--- config.mk ---
export PLATFORM = sky130hd
export DESIGN_NAME = vector_cmd_sequencer
export DESIGN_NICKNAME = d
export VERILOG_FILES = /design/src/rtl/vector_cmd_sequencer.sv
export SDC_FILE = /design/constraint.sdc
export NUM_CORES = 1
export LEC_CHECK = 0
export CELL_PAD_IN_SITES_DETAIL_PLACEMENT = 1
export CELL_PAD_IN_SITES_GLOBAL_PLACEMENT = 2
export CORE_UTILIZATION = 25
export DETAILED_ROUTE_END_ITERATION = 6
export MAX_ROUTING_LAYER = met4
export PLACE_DENSITY = 0.77
export SYNTH_ARGS = -nofsm -noshare
export SYNTH_HDL_FRONTEND = slang
export SYNTH_SLANG_ARGS = --single-unit
--- constraint.sdc ---
create_clock -name clk -period 1.8 [get_ports clk]
set_clock_uncertainty 0.2 [all_clocks]
set_input_delay 0.54 -clock clk [delete_from_list [all_inputs] [get_ports clk]]
set_output_delay 0.54 -clock clk [all_outputs]
set_load 0.02 [all_outputs]
--- src/rtl/vector_cmd_sequencer.sv ---
// vector_cmd_sequencer
//   Command sequencer that sits in front of the vector generator position
//   counter. It takes LOAD and DRAW commands over a valid/ready handshake.
//   It turns each one into the dv / go / haltstrobe / timer0 controls that
//   the counter consumes.
//
// Ports
//   clk          in   system clock, all logic on posedge
//   reset_n      in   synchronous reset, active-low
//   cmd_valid    in   command present
//   cmd_ready    out  sequencer idle and able to accept
//   cmd_op       in   0 = LOAD, 1 = DRAW
//   cmd_data     in   LOAD position / DRAW delta-rate word
//   cmd_scale    in   DRAW duration code, N = 2^MAX_SCALE >> scale
//   pause        in   freezes an in-progress DRAW
//   dv           out  latched cmd_data, held until the next accept
//   go           out  count-enable window
//   haltstrobe   out  one-cycle end-of-command pulse
//   timer0       out  high through DRAW and END, masks position loads
//   busy         out  state is not IDLE
//
// State table
//   state   | meaning
//   IDLE    | ready for a command, all strobes low
//   LOAD    | single cycle, haltstrobe high so downstream latches dv
//   DRAW    | go = !pause (registered), timer counts go-high cycles down
//   END     | single cycle, haltstrobe high with timer0 masking the load

module vector_cmd_sequencer #(
   parameter int TIMER_W   = 11,
   parameter int MAX_SCALE = 10
) (
   input  logic        clk,
   input  logic        reset_n,
   input  logic        cmd_valid,
   output logic        cmd_ready,
   input  logic        cmd_op,
   input  logic [11:0] cmd_data,
   input  logic [3:0]  cmd_scale,
   input  logic        pause,
   output logic [11:0] dv,
   output logic        go,
   output logic        haltstrobe,
   output logic        timer0,
   output logic        busy
);

   typedef enum logic [1:0] {
      ST_IDLE = 2'd0,
      ST_LOAD = 2'd1,
      ST_DRAW = 2'd2,
      ST_END  = 2'd3
   } state_t;

   localparam logic [TIMER_W-1:0] N_MAX = TIMER_W'(1) << MAX_SCALE;
   localparam logic [TIMER_W-1:0] N_ONE = TIMER_W'(1);

   state_t             state_q, state_d;
   logic [TIMER_W-1:0] timer_q, timer_d;
   logic [11:0]        dv_q, dv_d;
   logic               cmd_ready_q, cmd_ready_d;
   logic               go_q, go_d;
   logic               haltstrobe_q, haltstrobe_d;
   logic               timer0_q, timer0_d;
   logic               busy_q, busy_d;

   logic               accept;
   logic [TIMER_W-1:0] n_load;

   assign accept = cmd_valid && cmd_ready_q;

   // Scales past MAX_SCALE would shift the load to zero, so they clamp to a
   // single-cycle draw instead.
   assign n_load = (cmd_scale > 4'(MAX_SCALE)) ? N_ONE : (N_MAX >> cmd_scale);

   // State and output registers
   always_ff @(posedge clk) begin
      if (!reset_n) begin
         state_q      <= ST_IDLE;
         timer_q      <= '0;
         dv_q         <= '0;
         cmd_ready_q  <= 1'b1;
         go_q         <= 1'b0;
         haltstrobe_q <= 1'b0;
         timer0_q     <= 1'b0;
         busy_q       <= 1'b0;
      end else begin
         state_q      <= state_d;
         timer_q      <= timer_d;
         dv_q         <= dv_d;
         cmd_ready_q  <= cmd_ready_d;
         go_q         <= go_d;
         haltstrobe_q <= haltstrobe_d;
         timer0_q     <= timer0_d;
         busy_q       <= busy_d;
      end
   end

   // Next-state logic
   always_comb begin
      state_d = state_q;
      timer_d = timer_q;
      dv_d    = dv_q;
      unique case (state_q)
         ST_IDLE: begin
            if (accept) begin
               dv_d = cmd_data;
               if (cmd_op) begin
                  state_d = ST_DRAW;
                  timer_d = n_load;
               end else begin
                  state_d = ST_LOAD;
               end
            end
         end
         ST_LOAD: state_d = ST_IDLE;
         ST_DRAW: begin
            // Decrement on the registered go that downstream actually sees.
            // The go-high count then equals N whatever the pause pattern.
            if (go_q) begin
               timer_d = timer_q - N_ONE;
               if (timer_q == N_ONE) begin
                  state_d = ST_END;
               end
            end
         end
         ST_END: begin
            state_d = ST_IDLE;
            timer_d = '0;
         end
         default: state_d = ST_IDLE;
      endcase
   end

   // Output logic: decoded from the next state so every output is a register
   always_comb begin
      cmd_ready_d  = (state_d == ST_IDLE);
      busy_d       = (state_d != ST_IDLE);
      go_d         = (state_d == ST_DRAW) && !pause;
      haltstrobe_d = (state_d == ST_LOAD) || (state_d == ST_END);
      timer0_d     = (state_d == ST_DRAW) || (state_d == ST_END);
   end

   assign cmd_ready  = cmd_ready_q;
   assign dv         = dv_q;
   assign go         = go_q;
   assign haltstrobe = haltstrobe_q;
   assign timer0     = timer0_q;
   assign busy       = busy_q;

endmodule

* Word-level counts from Yosys, hierarchy flattened
Index checks and enable logic that the tools add are counted.
** Operators by class
- Shifts and indexed selects :: 1
- Order comparisons :: 1
- Mux-type cells :: 10
- Equality and inequality tests :: 10
- Reduce and logical (&&, ||, !) cells :: 12
- Add/sub/neg operators :: 1
** Operators by type and width (count)
- two-way mux 11 bit :: 4
- one-hot mux 11 bit (3 select lines) :: 1
- equality test 11 x 1 -> 1 bit, second input constant :: 1
- >> shifter 11 x 4 -> 11 bit, first input constant :: 1
- subtractor 11 x 1 -> 11 bit, second input constant :: 1
- equality test 2 bit, second input constant :: 4
- two-way mux 2 bit :: 4
- != test 2 bit, second input constant :: 3
- one-hot mux 2 bit (3 select lines) :: 1
- equality test 2 x 1 -> 1 bit, second input constant :: 2
- greater-than comparator 4 bit, second input constant :: 1
- zero test 2 bit :: 2
- AND reduction 4 bit :: 1
- nonzero test 3 bit :: 1
- logical AND 1 bit :: 2
- logical OR 1 bit :: 2
- AND reduction 2 bit :: 1
- nonzero test 2 bit :: 1
- OR reduction 2 bit :: 1
- zero test 1 bit :: 1
** Storage, ports and cells
- Logic and storage cells :: 43
- Output and inout bits :: 17
- Bits in registers :: 30

* Logic depth before layout (Yosys ltp)
Gate-level depths: netlist of the first run.
- Word-level depth :: 6
- Mapped depth :: 6

* Worst setup path before layout of the first run
OpenSTA, ideal clock, no wires.
- Kind :: register to register
- Start point :: register timer_q[0]
- End point :: register timer_q[6]
- Library setup time :: 0.070 ns
- Clock period less this slack :: 1.712 ns
- Arrival time :: 1.442 ns
- Buffers on the path :: 0
- Data required time :: 1.530 ns
- Stages on the path, launching flop included :: 7
- Path slack :: 0.088 ns
- Path through :: dfxtp_1 -> inv_1 -> ha_1 -> nor3b_1 -> a32oi_1 -> or2_1 -> a21boi_1
** Between the ends
- Cells in the longest elaborated chain, start to end :: 3
** RTL lines
- from (decl) :: line 59 : logic [TIMER_W-1:0] timer_q, timer_d;
- from (signal assigned) :: line 89 : timer_q <= timer_d;
- subtractor 11 x 1 -> 11 bit :: line 121 : timer_d = timer_q - N_ONE;
- two-way mux 11 bit :: line 120 : if (go_q) begin
- one-hot mux 11 bit (3 select lines) :: line 104 : unique case (state_q)
Every way passes these cells. The select of a mux whose other input is x is not followed.
A chain may end at the register's enable or synchronous reset.

* Worst setup path after layout of the first run
- Start point :: register cmd_ready_q (netlist: cmd_ready)
- End point :: output port cmd_ready
** RTL lines
- from (decl) :: line 61 : logic cmd_ready_q, cmd_ready_d;
- from (signal assigned) :: line 91 : cmd_ready_q <= cmd_ready_d;
- to (decl) :: line 36 : output logic cmd_ready,
No word-level cell between the ends.

==> results.txt, run 1 <==
----------------------------------------------------
[Status]
  Result of the run ... complete, no violations

[Setup path]
  Origin of the critical flop-to-flop path ... timer_q[4]
  Worst r2r path cells ... 4
  Largest incremental delay on the critical path ... 0.39 ns
  Buf+Inv Stages, Crit Path ... 1
  Start point of the critical path ... cmd_ready
  Largest delay contributor family on the critical path ... flip-flops
  WP data required ... 1.06 ns
  Worst reg2reg path endpoint ... timer_q[9]
  Ordered cell list for the critical path ... clkdlybuf4s15_1
  Master of the slowest instance on the critical path ... sky130_fd_sc_hd__dfxtp_1
  Worst R2R Setup Slack ... 0.07 ns
  Worst Setup Path Type ... reg2out
  CP Data Arrival Time ... 1.00 ns
  Crit path max fanout ... 5
  Critical path endpoint category ... output pin
  Worst setup SP type ... flop

[STA]
  Number of max-slew violations in the final report ... 0
  Maximum clock frequency ... 0.5735 GHz
  Crit path time final ... 1.744 ns
  Worst Hold Margin ... 0.2606 ns
  Setup repair after global routing missed its margin ... false
  Final setup violation count ... 0
  Share of the cycle needed by the critical path after routing ... 96.88%
  Slew at the pin with the worst max-slew slack ... 0.5099 ns
  Worst slew margin relative to its limit ... 66.00%
  Total count of hold-check failures in the final report ... 0

[Final layout]
  Layout overhead on the synthesized area ... 53.22%
  Number of antenna cells inserted ... 0
  Final Instance Area ... 0.002295 sq mm
  Number of nets in the layout ... 266
  Share of layout cells above drive strength 1 ... 21.72%

[Route]
  Average wire per standard cell ... 14.32 um
  Number of vias per cell after detailed routing ... 4.851
  Initial DRT Pass Iterations ... 4
  Antenna Nets Post-Route ... 0
  Remaining design rule violation count ... 0
  Routed via count ... 1533
  Aggregate routed wire length ... 4524 um
  Violation count after the first detailed-route iteration ... 52

[Job]
  Max-cap viol count ... 0

[CTS]
  CTS clk-pin slew, worst paths ... 0.07 ns
  Number of CTS-inserted buffers ... 5
  CTS Root Buffer Type ... sky130_fd_sc_hd__clkbuf_8
  Clock tree from TritonCTS ... yes
  Clock latency of the later-clocked register in the worst-skew pair ... 0.29 ns
  Clock sinks ... 30
  Maximum number of buffers from clock root to sink ... 2
  H-tree depth ... 2

[Synth]
  Number of nets in the synthesized netlist ... 198
  Post-synth top area share ... 40.10%
  Sequential share of the synthesized area ... 40.10%
  EDFF count, synth ... 0
  Synth area leader ... sky130_fd_sc_hd__dfxtp_1
  Seq cells post-synth ... 30
  Share of flip-flops with an asynchronous set or reset after synthesis ... 0%
  Cell area after synthesis ... 0.001498 sq mm
  Avg Synthesized Cell Area ... 8.558 sq um
  Most used DFF post-synth ... sky130_fd_sc_hd__dfxtp_1
  Number of distinct library cell variants in the gate-level netlist after synthesis ... 45
  Syn. warnings ... 0
  Cell count after synthesis ... 175
  Area contributors post-synth ... sky130_fd_sc_hd__dfxtp_1 40%, sky130_fd_sc_hd__a21boi_0 8.0%, sky130_fd_sc_hd__nand2_1 7.5%
  Leading cell types by count after synthesis ... 30 x sky130_fd_sc_hd__dfxtp_1, 30 x sky130_fd_sc_hd__nand2_1, 16 x sky130_fd_sc_hd__a21boi_0

[Die]
  Total core area ... 0.005642 sq mm
  Chip height ... 79.40 um
  Initial cell density of the core ... 26.55%
  Horizontal die dimension ... 79.40 um
  I/O pin count ... 38
  Die Outline Area ... 0.006304 sq mm
  Number of standard-cell rows in the floorplan ... 27

[Placement]
  Port-buffer cells ... 37
  Half-perimeter wire length after placement ... 3297 um
  Routability congestion estimate ... 0.7481
  Instance area at placement ... 0.002143 sq mm

[GRT]
  Via count of the first global-routing pass ... 1482
  GRT Overall Usage ... 15.76%
  Initial antenna violation count ... 0
  Wire length of the first global-routing pass ... 7251 um
  Total overflow reported by the global router ... 0
  Maximum number of pins on one net before global-route repair ... 13

[Pwr]
  Worst vdd rail ir drop ... 0.3843 mV
  Leakage ... 0.9841 nW
  Power Density ... 848.8 mW/mm^2

[Min path]
  Startpoint of the tightest hold check path ... dv[8]
  Cell depth of the worst hold path ... 2
  Hold/Removal Path Class ... reg2reg
  Worst Hold Endpoint ... dv[8]

----------------------------------------------------
## metrics by stage
stage	util [%]	worst slack [ns]	total power, W	std cells	setup TNS, ns
after floorplan	-	0.08803	0.001014	175	0
after global placement	37.99	-0.5535	0.001266	306	-9.523
after detailed placement	37.99	-0.5985	0.001272	306	-10.28
after CTS	40.12	0.01587	0.001958	316	0
after global routing	40.67	0.002970	0.002047	316	0
final	40.67	0.05625	0.001948	316	0
## area by class of cell
| class | count | area, sq um |
|---|---|---|
| inverters | 4 | 15.01 |
| clock inverters | 2 | 37.54 |
| flip-flops and latches | 30 | 603.1 |
| repair buffers | 68 | 598.1 |
| clock buffers | 6 | 72.57 |
| fillers | 664 | 3347 |
| multi-input cells | 134 | 878.3 |
| well taps | 72 | 90.09 |
## worst max path at each step
stage / endpoint / cells after the start
floorplan: timer_q[6] / 6
global placement: timer_q[3] / 5
detailed placement: timer_q[3] / 5
CTS: timer_q[8] / 5
global route: cmd_ready / 1
finish: cmd_ready / 1
## where the power goes
group	switching [W]	internal, W	total, W
logic	0.000264	0.000258	0.000522
clock network	0.000267	0.000413	0.000680
registers	0.0000325	0.000714	0.000746
## logic make-up after synthesis
group	after synthesis	share of synthesized area, %
fa+ha+maj	2	1.671
compound gates	56	25.31
buf+inv	12	4.510
flops	30	40.10
simple gates	75	28.41
## per-layer routing
| layer | part of all wire (%) | wire length (um) | vias to the layer above | global-route usage, % |
|---|---|---|---|---|
| li1 | - | - | 769 | - |
| met1 | 48 | 2185 | 734 | 19.69 |
| met2 | 48 | 2154 | 22 | 24.83 |
| met3 | 2.6 | 116 | 8 | 3.429 |
| met4 | 1.5 | 67 | 0 | 6.000 |
| met5 | 0 | 0 | - | - |
## cells in the final DEF (no fill, tap or decap), types with 4 or more instances in the layout
cell type / count
sky130_fd_sc_hd__nand2_1: 30
sky130_fd_sc_hd__buf_4: 30
sky130_fd_sc_hd__dfxtp_1: 28
sky130_fd_sc_hd__dlygate4sd2_1: 18
sky130_fd_sc_hd__a21boi_0: 16
sky130_fd_sc_hd__clkdlybuf4s50_1: 16
sky130_fd_sc_hd__o21ai_0: 8
sky130_fd_sc_hd__nor2_1: 7
sky130_fd_sc_hd__a21oi_1: 6
sky130_fd_sc_hd__o21ai_1: 6
sky130_fd_sc_hd__nor3b_1: 5
sky130_fd_sc_hd__a21boi_1: 5
sky130_fd_sc_hd__clkbuf_8: 5
sky130_fd_sc_hd__inv_1: 4
## timing repair
item	CTS	global route
setup endpoints to repair	29	10
gates resized for setup	27	11
setup buffers	1	0
pin swaps	5	0
hold buffers	0	0
gates cloned	1	0
## registers in the layout, indices dropped and copies added, names as in the netlist
| name | flops |
|---|---|
| timer_q | 11 |
| go | 1 |
| cmd_ready | 1 |
| haltstrobe | 1 |
| dv | 12 |
| timer0 | 1 |
| state_q | 2 |
| busy | 1 |
Note: power is estimated with default switching activity, not from simulation.
==> run 2: changes to the inputs <==
- ABC_AREA: unset -> 1
- CORE_UTILIZATION: 25 -> 23
- PLACE_DENSITY: 0.77 -> 0.78
==> results.txt, run 2 <==
----------------------------------------------------
[Status]
  Result of the run ... complete, no violations

[GRT]
  Maximum number of pins on one net before global-route repair ... 19 (+6)
  Initial antenna violation count ... 0 (unchanged)
  Via count of the first global-routing pass ... 1567 (+5.7%)
  Wire length of the first global-routing pass ... 7272 um (+0.29%)
  Total overflow reported by the global router ... 0 (unchanged)
  GRT Overall Usage ... 14.49% (-1.3 points)

[Synth]
  Cell count after synthesis ... 233 (+33%)
  Leading cell types by count after synthesis ... 60 x sky130_fd_sc_hd__nor2_1, 47 x sky130_fd_sc_hd__nand2_1, 30 x sky130_fd_sc_hd__dfxtp_1
  Syn. warnings ... 0 (unchanged)
  Sequential share of the synthesized area ... 40.03% (-0.067 points)
  Post-synth top area share ... 40.03% (-0.067 points)
  Most used DFF post-synth ... sky130_fd_sc_hd__dfxtp_1
  EDFF count, synth ... 0 (unchanged)
  Avg Synthesized Cell Area ... 6.439 sq um (-25%)
  Number of nets in the synthesized netlist ... 256 (+29%)
  Cell area after synthesis ... 0.001500 sq mm (+0.17%)
  Share of flip-flops with an asynchronous set or reset after synthesis ... 0% (unchanged)
  Seq cells post-synth ... 30 (unchanged)
  Most frequent cell after synthesis ... sky130_fd_sc_hd__nor2_1
  Number of distinct library cell variants in the gate-level netlist after synthesis ... 21 (-53%)
  Synth area leader ... sky130_fd_sc_hd__dfxtp_1
  Area contributors post-synth ... sky130_fd_sc_hd__dfxtp_1 40%, sky130_fd_sc_hd__nor2_1 15%, sky130_fd_sc_hd__nand2_1 12%

[Final layout]
  Sequential Area ... 600.6 sq um (-0.41%)
  Number of nets in the layout ... 310 (+17%)
  Layout overhead on the synthesized area ... 45.87%
  Share of layout cells above drive strength 1 ... 13.89% (-7.8 points)
  Commonest non-fill, non-tap cell in the layout ... sky130_fd_sc_hd__nor2_1
  Number of antenna cells inserted ... 0 (unchanged)
  Fill cell instance count of the final layout ... 831 (+25%)
  Commonest non-fill, non-tap cells in the layout ... 57 x sky130_fd_sc_hd__nor2_1, 44 x sky130_fd_sc_hd__nand2_1, 30 x sky130_fd_sc_hd__dfxtp_1, 24 x sky130_fd_sc_hd__inv_1, 21 x sky130_fd_sc_hd__o21ai_0
  Area of the multi-input gates ... 772.0 sq um (-12%)
  Largest register FFs ... 12 (unchanged)

[STA]
  Crit path time final ... 1.711 ns (-0.03309 ns)
  Worst slew margin relative to its limit ... 79.92% (+14 points)
  Final setup violation count ... 0 (unchanged)
  Number of max-slew violations in the final report ... 0 (unchanged)
  Slew at the pin with the worst max-slew slack ... 0.3001 ns (-0.2098 ns)
  Worst path setup slack after routing ... 0.08934 ns (+0.03309 ns)
  Aggregate negative setup slack ... 0 ns (unchanged)
  Maximum clock frequency ... 0.5846 GHz (+1.9%)
  Share of the cycle needed by the critical path after routing ... 95.04% (-1.8 points)
  Total count of hold-check failures in the final report ... 0 (unchanged)

[CTS]
  Maximum number of buffers from clock root to sink ... 2 (unchanged)
  CTS Root Buffer Type ... sky130_fd_sc_hd__clkbuf_8
  CTS clk-pin slew, worst paths ... 0.07 ns (about the same)
  Clock tree from TritonCTS ... yes
  H-tree depth ... 2 (unchanged)
  Clock sinks ... 30 (unchanged)
  Number of CTS-inserted buffers ... 5 (unchanged)
  Clock latency of the later-clocked register in the worst-skew pair ... 0.28 ns (about the same)

[Placement]
  Half-perimeter wire length after placement ... 3351 um (+1.6%)
  Post-place setup slack ... -0.3019 ns (+0.2966 ns)
  Routability congestion estimate ... 0.7457 (-0.32%)
  Port-buffer cells ... 37 (unchanged)

[Route]
  Top Metal Used ... met4
  Total length of routed met2 wires ... 2067 um (-4.0%)
  Antenna Nets Post-Route ... 0 (unchanged)
  Violation count after the first detailed-route iteration ... 58 (+12%)
  Number of vias per cell after detailed routing ... 4.460 (-8.1%)
  WL met1 ... 2135 um (-2.3%)
  Wire length on met3 ... 206 um (+78%)
  Remaining design rule violation count ... 0 (unchanged)
  Aggregate routed wire length ... 4451 um (-1.6%)
  Routed via count ... 1628 (+6.2%)
  Initial DRT Pass Iterations ... 4 (unchanged)
  Average wire per standard cell ... 12.19 um (-15%)

[Die]
  I/O pin count ... 38 (unchanged)
  Die Outline Area ... 0.006849 sq mm (+8.6%)
  Horizontal die dimension ... 82.76 um (+4.2%)
  Number of standard-cell rows in the floorplan ... 29 (+7.4%)
  Total core area ... 0.006314 sq mm (+12%)
  Chip height ... 82.76 um (+4.2%)
  Initial cell density of the core ... 23.76% (-2.8 points)

[Setup path]
  Worst setup SP type ... flop
  WP data required ... 1.06 ns (about the same)
  Master of the slowest instance on the critical path ... sky130_fd_sc_hd__dfxtp_1
  Buf+Inv Stages, Crit Path ... 1 (unchanged)
  Crit path max fanout ... 2 (-3)
  Critical path endpoint category ... output pin
  CP Data Arrival Time ... 0.97 ns (-0.03 ns)
  Largest delay contributor family on the critical path ... flip-flops
  Largest incremental delay on the critical path ... 0.35 ns (-0.04 ns)
  Ordered cell list for the critical path ... dlygate4sd2_1
  Worst Setup Path Type ... reg2out

[Job]
  Max-cap viol count ... 0 (unchanged)

[Pwr]
  Leakage ... 1.063 nW (+8.0%)
  Power, Total ... 0.002057 W (+5.6%)
  Power Density ... 940.1 mW/mm^2 (+11%)
  Worst vdd rail ir drop ... 0.4265 mV (+11%)

[Min path]
  Hold/Removal Path Class ... reg2reg

----------------------------------------------------
[run 2: cells by family after synthesis]
| kind of cell | share of synthesized area, % |
|---|---|
| compound gates | 11.26 |
| flops | 40.03 |
| buf+inv | 10.01 |
| fa+ha+maj | 1.668 |
| simple gates | 37.03 |
[run 2: layer usage]
layer / vias up / track usage [%]
met5: - / -
met4: 0 / 4.138
met3: 6 / 3.626
met2: 34 / 23.61
met1: 751 / 17.62
li1: 837 / -
[run 2: timing repair]
| item | in CTS | in global routing |
|---|---|---|
| gates resized for setup | 17 | 11 |
| setup buffers | 0 | 4 |
| endpoints found under the hold margin | 0 | 0 |
| hold buffers | 0 | 0 |
| pin swaps | 0 | 4 |
| setup endpoints to repair | 17 | 20 |
| cloned | 0 | 1 |
[run 2: where the power goes]
part / internal (W) / leakage, nW / switching (W) / total (W)
combinational: 0.000249 / 0.764 / 0.000352 / 0.000601
clock: 0.000413 / 0.0514 / 0.000272 / 0.000684
sequential: 0.000731 / 0.247 / 0.0000416 / 0.000772
[run 2: metrics by stage]
stage / utilization (%) / area (sq um) / std cells / hold slack, ns
4_1_cts: 33.19 / 2096 / 360 / 0.2865
3_3_place_gp: 31.79 / 2007 / 352 / 0.2608
5_1_grt: 34.66 / 2188 / 365 / 0.3092
2_1_floorplan: - / 1500 / 233 / 0.2550
3_5_place_dp: 31.79 / 2007 / 352 / 0.2754
6_report: 34.66 / 2188 / 365 / 0.2785
[run 2: path summary, 6_finish.rpt]
path                   start  slack, ns          end  cells past startpoint
setup / recovery          go       0.09           go                      1
hold / removal         dv[6]       0.28        dv[6]                      2
setup reg to reg  timer_q[0]       0.15  timer_q[10]                      8
hold reg to reg        dv[6]       0.28        dv[6]                      2
[run 2: cell type report]
cell class	instances	area share, %
Sequential cell	30	27.44
Timing Repair Buffer	53	22.93
Multi-Input combinational cell	169	35.28
Clock inverter	2	1.715
Clock buffer	6	3.316
Inverter	28	4.917
Tap cell	77	4.403
==> run 3: changes to the inputs <==
- CORE_UTILIZATION: 23 -> 25
- PLACE_DENSITY: 0.78 -> 0.81
- SETUP_SLACK_MARGIN: unset -> 0.5
- clock period: 1.8 -> 1.64 ns (I/O delays scaled with it)
==> results.txt, run 3 (synthesized netlist as in run 2, its figures left out) <==
----------------------------------------------------
[STA]
  Aggregate negative setup slack ... 0 ns (unchanged)
  Maximum clock frequency ... 0.6841 GHz
  Setup repair after global routing missed its margin ... true
  Worst slew margin relative to its limit ... 83.03% (+3.1 points)
  Crit path time final ... 1.462 ns
  Total count of hold-check failures in the final report ... 0 (unchanged)
  Worst path setup slack after routing ... 0.1782 ns (+0.08891 ns)
  Final setup violation count ... 0 (unchanged)
  Number of max-slew violations in the final report ... 0 (unchanged)
  Slew at the pin with the worst max-slew slack ... 0.2546 ns (-0.04548 ns)
  Share of the cycle needed by the critical path after routing ... 89.13%

[Final layout]
  Largest register FFs ... 12 (unchanged)
  Number of nets in the layout ... 319 (+2.9%)
  Layout overhead on the synthesized area ... 78.73%
  Area of the multi-input gates ... 0.001089 sq mm (+41%)
  Sequential Area ... 629.4 sq um (+4.8%)
  Filler-free cell count of the finished design ... 369 (+1.1%)
  Share of layout cells above drive strength 1 ... 49.83% (+36 points)
  Fill cell instance count of the final layout ... 689 (-17%)
  Commonest non-fill, non-tap cells in the layout ... 38 x sky130_fd_sc_hd__nor2_1, 33 x sky130_fd_sc_hd__nand2_1, 23 x sky130_fd_sc_hd__buf_6, 20 x sky130_fd_sc_hd__dfxtp_2, 18 x sky130_fd_sc_hd__nor2_2
  Final Instance Area ... 0.002681 sq mm (+23%)
  Number of antenna cells inserted ... 0 (unchanged)
  Commonest non-fill, non-tap cell in the layout ... sky130_fd_sc_hd__nor2_1

[GRT]
  Wire length of the first global-routing pass ... 8687 um (+19%)
  GRT Overall Usage ... 18.64% (+4.2 points)
  Maximum number of pins on one net before global-route repair ... 22 (+3)
  Initial antenna violation count ... 0 (unchanged)
  Via count of the first global-routing pass ... 1793 (+14%)
  Total overflow reported by the global router ... 0 (unchanged)

[Setup path]
  Buf+Inv Stages, Crit Path ... 3 (+2)
  Ordered cell list for the critical path ... buf_6, nand2_8, nor2_4, nand2_4, buf_6, nand2_2, nand2_2, inv_2, nand3_2, nor2_1
  CP Data Arrival Time ... 1.48 ns (+0.51 ns)
  Largest delay contributor family on the critical path ... simple AND/OR/NAND/NOR gates
  Worst Setup Path Type ... reg2reg
  Master of the slowest instance on the critical path ... sky130_fd_sc_hd__dfxtp_2
  Critical path endpoint category ... flop
  Largest incremental delay on the critical path ... 0.35 ns (about the same)
  Worst setup SP type ... flop
  WP data required ... 1.66 ns (+0.60 ns)
  Crit path max fanout ... 2 (unchanged)

[Die]
  Total core area ... 0.005642 sq mm (-11%)
  Initial cell density of the core ... 26.59% (+2.8 points)
  Chip height ... 79.47 um (-4.0%)
  Horizontal die dimension ... 79.47 um (-4.0%)
  Number of standard-cell rows in the floorplan ... 27 (-6.9%)
  Die Outline Area ... 0.006315 sq mm (-7.8%)
  I/O pin count ... 38 (unchanged)

[Route]
  Average wire per standard cell ... 14.63 um (+20%)
  Remaining design rule violation count ... 0 (unchanged)
  Aggregate routed wire length ... 5400 um (+21%)
  Number of vias per cell after detailed routing ... 4.659 (+4.4%)
  Initial DRT Pass Iterations ... 4 (unchanged)
  Violation count after the first detailed-route iteration ... 59 (+1.7%)
  Routed via count ... 1719 (+5.6%)
  Antenna Nets Post-Route ... 0 (unchanged)

[Pwr]
  Combinational Power Share ... 38.6% (+9.4 points)
  Switching power share of the total ... 36.09% (+3.8 points)
  Sequential group share of total power ... 35.7% (-1.8 points)
  Worst vdd rail ir drop ... 0.4699 mV (+10%)
  Clock Power Share ... 25.7% (-7.6 points)
  Power Density ... 913.5 mW/mm^2 (-2.8%)
  P_int ... 0.001565 W (+12%)
  Leakage ... 1.181 nW (+11%)
  Net switching power ... 0.0008841 W (+33%)

[Status]
  Result of the run ... complete, no violations

[CTS]
  Maximum number of buffers from clock root to sink ... 2 (unchanged)
  Clock sinks ... 30 (unchanged)
  CTS Root Buffer Type ... sky130_fd_sc_hd__clkbuf_8
  H-tree depth ... 2 (unchanged)
  Clock tree from TritonCTS ... yes
  Number of CTS-inserted buffers ... 5 (unchanged)
  CTS clk-pin slew, worst paths ... 0.07 ns (about the same)
  Clock latency of the later-clocked register in the worst-skew pair ... 0.28 ns (about the same)

[Placement]
  Instance area at placement ... 0.002053 sq mm (+2.3%)
  Port-buffer cells ... 37 (unchanged)
  Total placed cells including tap cells ... 347 (-1.4%)
  Half-perimeter wire length after placement ... 3248 um (-3.1%)
  Routability congestion estimate ... 0.7607 (+2.0%)
  Post-place setup slack ... -0.5336 ns (-0.2317 ns)

[Min path]
  Hold/Removal Path Class ... reg2reg

[Job]
  Max-cap viol count ... 0 (unchanged)

----------------------------------------------------
[run 3: routing by layer]
layer	part of all wire, %	up-vias	global-route usage [%]
met5	0	-	-
met4	1.5	0	5.818
met3	3.9	9	4.343
met2	52	35	33.08
met1	43	813	20.49
li1	-	862	-
[run 3: worst paths after layout]
kind | start | to | depth (start not counted) | slack [ns]
worst max-delay path | cmd_ready | go | 10 | 0.18
worst min-delay path | dv[0] | dv[0] | 2 | 0.29
worst max register to register | cmd_ready | go | 10 | 0.18
worst min register to register | dv[0] | dv[0] | 2 | 0.29
[run 3: metrics by stage]
stage | hold WS [ns] | total power (W) | util (%)
global placement | 0.2612 | 0.001517 | 36.39
CTS | 0.2889 | 0.002393 | 45.82
finish | 0.2878 | 0.002449 | 47.53
detailed placement | 0.2759 | 0.001526 | 36.39
global route | 0.3075 | 0.002590 | 47.53
floorplan | 0.2550 | 0.001277 | -
[run 3: worst register-to-register path: stages (launching register included)]
cell and delay [ns]:
sky130_fd_sc_hd__dfxtp_2 0.35, sky130_fd_sc_hd__buf_6 0.11, sky130_fd_sc_hd__nand2_8 0.06, sky130_fd_sc_hd__nor2_4 0.09, sky130_fd_sc_hd__nand2_4 0.08, sky130_fd_sc_hd__buf_6 0.13
sky130_fd_sc_hd__nand2_2 0.05, sky130_fd_sc_hd__nand2_2 0.06, sky130_fd_sc_hd__inv_2 0.08, sky130_fd_sc_hd__nand3_2 0.07, sky130_fd_sc_hd__nor2_1 0.10
[run 3: repair_timing]
action | CTS | global route
hold buffers | 0 | 0
gates resized for setup | 214 | 24
cloned | 5 | 0
setup buffers | 5 | 4
endpoints found under the setup margin | 47 | 47
pin swaps | 17 | 12
[run 3: power by group through the flow]
stage | clock, W | sequential [W] | combinational, W
finish | 0.000630 | 0.000874 | 0.000945
global route | 0.000679 | 0.000883 | 0.00103
CTS | 0.000643 | 0.000871 | 0.000879
detailed placement | 0 | 0.000864 | 0.000661
global placement | 0 | 0.000862 | 0.000654
floorplan | 0 | 0.000910 | 0.000367
[run 3: area by class of cell]
type | instances | area share [%]
multi-input combinational | 172 | 40.60
clock inverter | 1 | 0.1867
tap | 72 | 3.360
clock buffer | 7 | 3.220
timing repair buffer | 58 | 23.71
timing repair inverter | 1 | 0.4200
sequential | 30 | 23.47
inverter | 28 | 5.040
